## src/rtl/dmem_arbiter_pkg.sv

```systemverilog
// dmem_arb_pkg: shared types and default widths for the data-memory arbiter.
// Revision 1.0
`default_nettype none

package dmem_arb_pkg;

   localparam int unsigned ADDR_W_DEF       = 32;
   localparam int unsigned DATA_W_DEF       = 32;
   localparam int unsigned STARVE_LIMIT_DEF = 4;

   typedef enum logic [0:0] {
      CORE_PRI  = 1'b0,
      EXT_FORCE = 1'b1
   } arb_state_t;

endpackage

`default_nettype wire

```

## src/rtl/dmem_arbiter_if.sv

```systemverilog
// dmem_arbiter_if: core, external-requester and data-memory bus around the arbiter.
// Revision 1.0
`default_nettype none

interface dmem_arbiter_if
   import dmem_arb_pkg::*;
#(
   parameter int unsigned ADDR_W = ADDR_W_DEF,
   parameter int unsigned DATA_W = DATA_W_DEF
) ();

   logic              core_req;
   logic              core_we;
   logic [ADDR_W-1:0] core_addr;
   logic [DATA_W-1:0] core_wdata;
   logic [DATA_W-1:0] core_rdata;
   logic              core_stall;

   logic              ext_req;
   logic              ext_we;
   logic [ADDR_W-1:0] ext_addr;
   logic [DATA_W-1:0] ext_wdata;
   logic              ext_gnt;
   logic              ext_rvalid;
   logic [DATA_W-1:0] ext_rdata;

   logic              mem_we;
   logic [ADDR_W-1:0] mem_addr;
   logic [DATA_W-1:0] mem_wdata;
   logic [DATA_W-1:0] mem_rdata;

   // Arbiter side.
   modport slave (
      input  core_req, core_we, core_addr, core_wdata,
      output core_rdata, core_stall,
      input  ext_req, ext_we, ext_addr, ext_wdata,
      output ext_gnt, ext_rvalid, ext_rdata,
      output mem_we, mem_addr, mem_wdata,
      input  mem_rdata
   );

   // Requesters plus memory side.
   modport master (
      output core_req, core_we, core_addr, core_wdata,
      input  core_rdata, core_stall,
      output ext_req, ext_we, ext_addr, ext_wdata,
      input  ext_gnt, ext_rvalid, ext_rdata,
      input  mem_we, mem_addr, mem_wdata,
      output mem_rdata
   );

endinterface

`default_nettype wire

```

## src/rtl/dmem_arbiter.sv

```systemverilog
// dmem_arbiter: single-port data-memory arbiter, core fixed priority with ext starvation guard.
// Revision 1.0
`default_nettype none

module dmem_arbiter
   import dmem_arb_pkg::*;
#(
   parameter int unsigned ADDR_W       = ADDR_W_DEF,
   parameter int unsigned DATA_W       = DATA_W_DEF,
   parameter int unsigned STARVE_LIMIT = STARVE_LIMIT_DEF
) (
   input  logic           clk,
   input  logic           rst,
   dmem_arbiter_if.slave  bus
);

   localparam int unsigned       CNT_W    = $clog2(STARVE_LIMIT + 1);
   localparam logic [CNT_W-1:0]  CNT_LAST = CNT_W'(STARVE_LIMIT - 1);
   localparam logic [CNT_W-1:0]  CNT_ONE  = CNT_W'(1);

   arb_state_t        r_state;
   arb_state_t        w_state_nxt;
   logic [CNT_W-1:0]  r_starve_cnt;
   logic [CNT_W-1:0]  w_starve_cnt_nxt;
   logic              r_ext_rvalid;
   logic [DATA_W-1:0] r_ext_rdata;

   logic              w_ext_gnt;
   logic              w_core_gnt;
   logic              w_deny;
   logic              w_ext_rd;
   logic              w_mem_we;
   logic [ADDR_W-1:0] w_mem_addr;
   logic [DATA_W-1:0] w_mem_wdata;

   // Grant decision and next-state; the counter clears whenever no denial happens.
   always_comb begin
      w_state_nxt      = CORE_PRI;
      w_starve_cnt_nxt = '0;
      w_ext_gnt        = 1'b0;
      w_deny           = 1'b0;
      case (r_state)
         CORE_PRI: begin
            w_ext_gnt = bus.ext_req & ~bus.core_req;
            w_deny    = bus.ext_req &  bus.core_req;
         end
         EXT_FORCE: begin
            w_ext_gnt = bus.ext_req;
         end
         default: begin
            w_ext_gnt = 1'b0;
         end
      endcase
      w_core_gnt = bus.core_req & ~w_ext_gnt;
      if (w_deny) begin
         if (r_starve_cnt == CNT_LAST) begin
            w_state_nxt = EXT_FORCE;
         end else begin
            w_starve_cnt_nxt = r_starve_cnt + CNT_ONE;
         end
      end
   end

   // Idle cycles keep the core address on the bus so the read path stays quiet.
   always_comb begin
      w_mem_we    = 1'b0;
      w_mem_addr  = bus.core_addr;
      w_mem_wdata = bus.core_wdata;
      if (w_ext_gnt) begin
         w_mem_we    = bus.ext_we;
         w_mem_addr  = bus.ext_addr;
         w_mem_wdata = bus.ext_wdata;
      end else if (w_core_gnt) begin
         w_mem_we    = bus.core_we;
      end
   end

   assign w_ext_rd = w_ext_gnt & ~bus.ext_we;

   always_ff @(posedge clk or negedge rst) begin
      if (!rst) begin
         r_state      <= CORE_PRI;
         r_starve_cnt <= '0;
      end else begin
         r_state      <= w_state_nxt;
         r_starve_cnt <= w_starve_cnt_nxt;
      end
   end

   always_ff @(posedge clk or negedge rst) begin
      if (!rst) begin
         r_ext_rvalid <= 1'b0;
         r_ext_rdata  <= '0;
      end else begin
         r_ext_rvalid <= w_ext_rd;
         if (w_ext_rd) begin
            r_ext_rdata <= bus.mem_rdata;
         end
      end
   end

   assign bus.mem_we     = w_mem_we;
   assign bus.mem_addr   = w_mem_addr;
   assign bus.mem_wdata  = w_mem_wdata;
   assign bus.core_rdata = bus.mem_rdata;
   assign bus.core_stall = bus.core_req & ~w_core_gnt;
   assign bus.ext_gnt    = w_ext_gnt;
   assign bus.ext_rvalid = r_ext_rvalid;
   assign bus.ext_rdata  = r_ext_rdata;

   a_one_grant : assert property (@(posedge clk) disable iff (!rst)
      !(w_ext_gnt && w_core_gnt));

   a_we_needs_grant : assert property (@(posedge clk) disable iff (!rst)
      w_mem_we |-> (w_ext_gnt || w_core_gnt));

endmodule

`default_nettype wire
```

## src/flat_wrapper.sv

```systemverilog
// flat-port wrapper written by rule: the top's interface ports become plain ports
module dmem_arbiter_flat import dmem_arb_pkg::*;
#(
   parameter int unsigned ADDR_W       = ADDR_W_DEF,
   parameter int unsigned DATA_W       = DATA_W_DEF,
   parameter int unsigned STARVE_LIMIT = STARVE_LIMIT_DEF
)
  (clk, rst, bus_core_req, bus_core_we, bus_core_addr, bus_core_wdata, bus_core_rdata, bus_core_stall, bus_ext_req, bus_ext_we, bus_ext_addr, bus_ext_wdata, bus_ext_gnt, bus_ext_rvalid, bus_ext_rdata, bus_mem_we, bus_mem_addr, bus_mem_wdata, bus_mem_rdata);
  dmem_arbiter_if #(.ADDR_W(ADDR_W), .DATA_W(DATA_W)) bus_i ();
  input  logic clk;
  input  logic rst;
  input wire logic [$bits(bus_i.core_req)-1:0] bus_core_req;
  input wire logic [$bits(bus_i.core_we)-1:0] bus_core_we;
  input wire logic [$bits(bus_i.core_addr)-1:0] bus_core_addr;
  input wire logic [$bits(bus_i.core_wdata)-1:0] bus_core_wdata;
  output wire logic [$bits(bus_i.core_rdata)-1:0] bus_core_rdata;
  output wire logic [$bits(bus_i.core_stall)-1:0] bus_core_stall;
  input wire logic [$bits(bus_i.ext_req)-1:0] bus_ext_req;
  input wire logic [$bits(bus_i.ext_we)-1:0] bus_ext_we;
  input wire logic [$bits(bus_i.ext_addr)-1:0] bus_ext_addr;
  input wire logic [$bits(bus_i.ext_wdata)-1:0] bus_ext_wdata;
  output wire logic [$bits(bus_i.ext_gnt)-1:0] bus_ext_gnt;
  output wire logic [$bits(bus_i.ext_rvalid)-1:0] bus_ext_rvalid;
  output wire logic [$bits(bus_i.ext_rdata)-1:0] bus_ext_rdata;
  output wire logic [$bits(bus_i.mem_we)-1:0] bus_mem_we;
  output wire logic [$bits(bus_i.mem_addr)-1:0] bus_mem_addr;
  output wire logic [$bits(bus_i.mem_wdata)-1:0] bus_mem_wdata;
  input wire logic [$bits(bus_i.mem_rdata)-1:0] bus_mem_rdata;
  assign bus_i.core_req = bus_core_req;
  assign bus_i.core_we = bus_core_we;
  assign bus_i.core_addr = bus_core_addr;
  assign bus_i.core_wdata = bus_core_wdata;
  assign bus_core_rdata = bus_i.core_rdata;
  assign bus_core_stall = bus_i.core_stall;
  assign bus_i.ext_req = bus_ext_req;
  assign bus_i.ext_we = bus_ext_we;
  assign bus_i.ext_addr = bus_ext_addr;
  assign bus_i.ext_wdata = bus_ext_wdata;
  assign bus_ext_gnt = bus_i.ext_gnt;
  assign bus_ext_rvalid = bus_i.ext_rvalid;
  assign bus_ext_rdata = bus_i.ext_rdata;
  assign bus_mem_we = bus_i.mem_we;
  assign bus_mem_addr = bus_i.mem_addr;
  assign bus_mem_wdata = bus_i.mem_wdata;
  assign bus_i.mem_rdata = bus_mem_rdata;
  dmem_arbiter #(.ADDR_W(ADDR_W), .DATA_W(DATA_W), .STARVE_LIMIT(STARVE_LIMIT)) u_core (.clk(clk), .rst(rst), .bus(bus_i));
endmodule
```

## config.mk

```make
export PLATFORM = sky130hd
export DESIGN_NAME = dmem_arbiter_flat
export DESIGN_NICKNAME = d
export VERILOG_FILES = /design/src/rtl/dmem_arbiter_pkg.sv /design/src/rtl/dmem_arbiter_if.sv /design/src/rtl/dmem_arbiter.sv /design/src/flat_wrapper.sv
export SDC_FILE = /design/constraint.sdc
export NUM_CORES = 1
export LEC_CHECK = 0
export ABC_AREA = 1
export CAP_MARGIN = 10
export CORE_AREA = 5 5 111 113
export CTS_BUF_LIST = sky130_fd_sc_hd__clkbuf_8
export CTS_CLUSTER_SIZE = 16
export DETAILED_ROUTE_END_ITERATION = 7
export DIE_AREA = 0 0 116 118
export GPL_ROUTABILITY_DRIVEN = 1
export HOLD_SLACK_MARGIN = 0.05
export PLACE_DENSITY_LB_ADDON = 0.12
export SKIP_LAST_GASP = 1
export SLEW_MARGIN = 20
export SYNTH_ARGS = -nofsm -noshare
export SYNTH_HDL_FRONTEND = slang
export SYNTH_SLANG_ARGS = --single-unit
```

## constraint.sdc

```tcl
create_clock -name clk -period 1.05 [get_ports clk]
set_clock_uncertainty 0.05 [all_clocks]
set_input_delay 0.105 -clock clk [delete_from_list [all_inputs] [get_ports clk]]
set_output_delay 0.105 -clock clk [all_outputs]
set_load 0.02 [all_outputs]
```

==> qor.yml <==
critPathMaxFanout: 11
ys_seq_elements: 37
worstSkewPairLatency_ps: 280
io_buffers: 297
cpLargestDelayFamily: "buffers and inverters"
slew_headroom_pct: 74.9
post_drt_wl_per_cell_um: 17.4
nFillCells: 1091
grt-ovfl-total: 0
drtIter0Drc: 137
hp-class: "in -> async"
io_pins: 298
switching_share_pct: 36.0
switching_power_mw: 2.18
cts_max_path_buffers: 2
pwr-share-seq_pct: 28.6
timing.final.crit_share_pct: 161
max_freq_mhz: 591
coreArea_sq_mm: 0.0112
clock-sinks: 37
cts-root-buf: "clkbuf_8"
tritoncts.num_buffers: 5
intPower_mw: 3.87
yosysSeqAreaShare_pct: 35.8
crit_type: "reg -> out"
path_common_cell: "nand2_2"
globalplace.congestion: 0.831
start_util_pct: 23.0
crit_slowest_cell: "dfrtp_1"
seqCellArea_sq_um: 926
netlist_instances: 406
fp.dieArea_sq_mm: 0.0137
grt_start_max_net_pins: 34
dp_hpwl_mm: 11.3
hold_violations: 0
multi_input_area_sq_mm: 0.00155
cts_tree: "yes"
rows: 39
worst_pin_slew_ps: 376
cts.clk_slew.worst_paths_ps: 80
die_y_um: 118
power_density_mw_per_mm2: 957
die_x_um: 116
fin_crit_ps: 1690
fin_ws_ps: -643
drive_gt1_share_pct: 37.2
utilization_pct: 56.4
num_vias: 3751
status: "finished, violations left"
cp_num_buf_inv: 4
combinationalPowerShare_pct: 50.8
cap_violations: 0
pwr-share-clk_pct: 20.6
nNetsFinal: 876
grt_pass1_wl_mm: 21.8
ir_drop_v: 0.000719
arrival_ps: 1540
p_total_mw: 6.05
hold-worst-slack_ps: 197
failed_checks: "setup timing"
worstSetupStartpointType: "flip-flop"
drc_errors: 0
area_delta_synth_final_pct: 145
dr.pass1.iters: 4
placed_cell_area_sq_mm: 0.00581
synth.avg_cell_area_sq_um: 6.37
r2r_slack_ps: -470
max_stage_delay_ps: 370
cp_data_required_time_ps: 890
htreeDepth: 2
fin_area_sq_mm: 0.00633
track_usage_pct: 20.1
grt_pass1_vias: 3823
netlist_area_sq_mm: 0.00258
slew_violations: 0
detail-route-antenna-nets: 0
rsz0062_at_grt: "yes"
setup_violations: 104
worstPathCellList: "inv_2 > nand2_2 > nand2_4 > buf_6 > buf_16 > nand2_1 > nand2_2 > buf_4"
p_leak_nw: 3.44
synth_cell_type_count: 14
ys.warnings.count: 0
critPathCaptureType: "primary output"
synth_nets: 573
wl_mm: 14.9
avgViaCountPerCell: 4.39
antenna_found_initial: 1
==> cells in the final DEF, fill, tap and decap left out, types with 4 or more instances in the layout <==
cell type / count
nand2_1: 167
clkdlybuf4s50_1: 164
nand2_2: 85
buf_4: 62
buf_6: 44
dfrtp_1: 37
nand4_1: 32
dlymetal6s2s_1: 32
clkbuf_2: 32
nand2_4: 11
buf_12: 6
inv_1: 5
clkbuf_8: 5
buf_16: 4
buf_2: 4
==> synthesized netlist by cell type, drive strengths merged <==
| master | number | area (sq um) |
|---|---|---|
| a21boi | 1 | 11.3 |
| nor3 | 2 | 10.0 |
| inv | 6 | 22.5 |
| buf | 53 | 368 |
| nor2 | 2 | 7.51 |
| dfrtp | 37 | 926 |
| nand3 | 3 | 15.0 |
| clkbuf | 6 | 22.5 |
| nand2 | 263 | 990 |
| ha | 1 | 12.5 |
| nand4 | 32 | 200 |
==> cells by family after synthesis <==
family	count (synthesis)	share of synthesized area (%)
adder cells (fa/ha/maj)	1	0.484
flip-flops	37	35.8
AND/OR/NAND/NOR	302	47.3
buffers and inverters	65	16.0
AO/OA/AOI/OAI	1	0.436
==> state kept, by name (all words and copies together), names as in the netlist <==
register	cells
u_core.bus.ext_rdata	32
u_core.bus.ext_rvalid	1
u_core.r_starve_cnt	3
u_core.r_state	1
==> final timing paths <==
check / from / to / cells after the start
setup / recovery: u_core.r_state / bus_mem_wdata[2] / 8
hold reg to reg: u_core.r_starve_cnt[0] / u_core.r_starve_cnt[0] / 1
min in group clk: bus_mem_rdata[13] / u_core.bus.ext_rdata[13] / 3
max in group asynchronous: rst / u_core.bus.ext_rdata[11] / 3
hold / removal: rst / u_core.bus.ext_rdata[21] / 2
setup reg to reg: u_core.r_state / u_core.bus.ext_rdata[17] / 7
==> per-stage QoR <==
step / setup TNS [ps] / std cells / setup WS [ps]
after floorplan: -6170 / 406 / -98.7
after global placement: -98850 / 822 / -1030
after detailed placement: -100950 / 822 / -1060
after CTS: -78290 / 846 / -661
after global routing: -63550 / 853 / -719
final: -53790 / 854 / -643
==> cell type report <==
type                    instances  area share, %
well taps                     143           2.83
flip-flops and latches         37           14.6
diodes                          1         0.0395
repair buffers                355           55.9
multi-input cells             304           24.4
clock buffers                   5           1.09
clock inverters                 3          0.732
inverters                       6          0.356
==> repair_timing <==
action	in CTS	in global routing
hold buffers	1	0
resized for setup	341	186
cloned	5	4
endpoints found under the hold margin	37	0
setup buffers	10	4
pin swaps	2	22
endpoints found under the setup margin	168	169
==> worst register-to-register path, stage by stage (launching register included) <==
cell	delay, ps
dfrtp_1	340
inv_2	60
nand2_2	90
buf_4	340
nand3_1	170
buf_4	240
nand2_1	80
nand2_1	50
==> power by group through the flow <==
stage | Clock (mW) | Combinational, mW | Sequential [mW]
after floorplan | 0 | 1.05 | 2.00
after global placement | 0 | 3.05 | 1.75
after detailed placement | 0 | 3.06 | 1.76
after CTS | 1.29 | 3.16 | 1.73
after global routing | 1.34 | 3.28 | 1.76
final | 1.25 | 3.08 | 1.73
==> routing by layer <==
layer	routed length (um)	part of all wire, %	global-route usage, %	vias up
met5	13	0.087	0	-
met4	265	1.8	3.55	2
met3	1670	11	7.20	22
met2	7700	52	37.4	173
met1	5220	35	21.7	1703
li1	-	-	-	1851
Note: power is estimated with default switching activity, not from simulation.
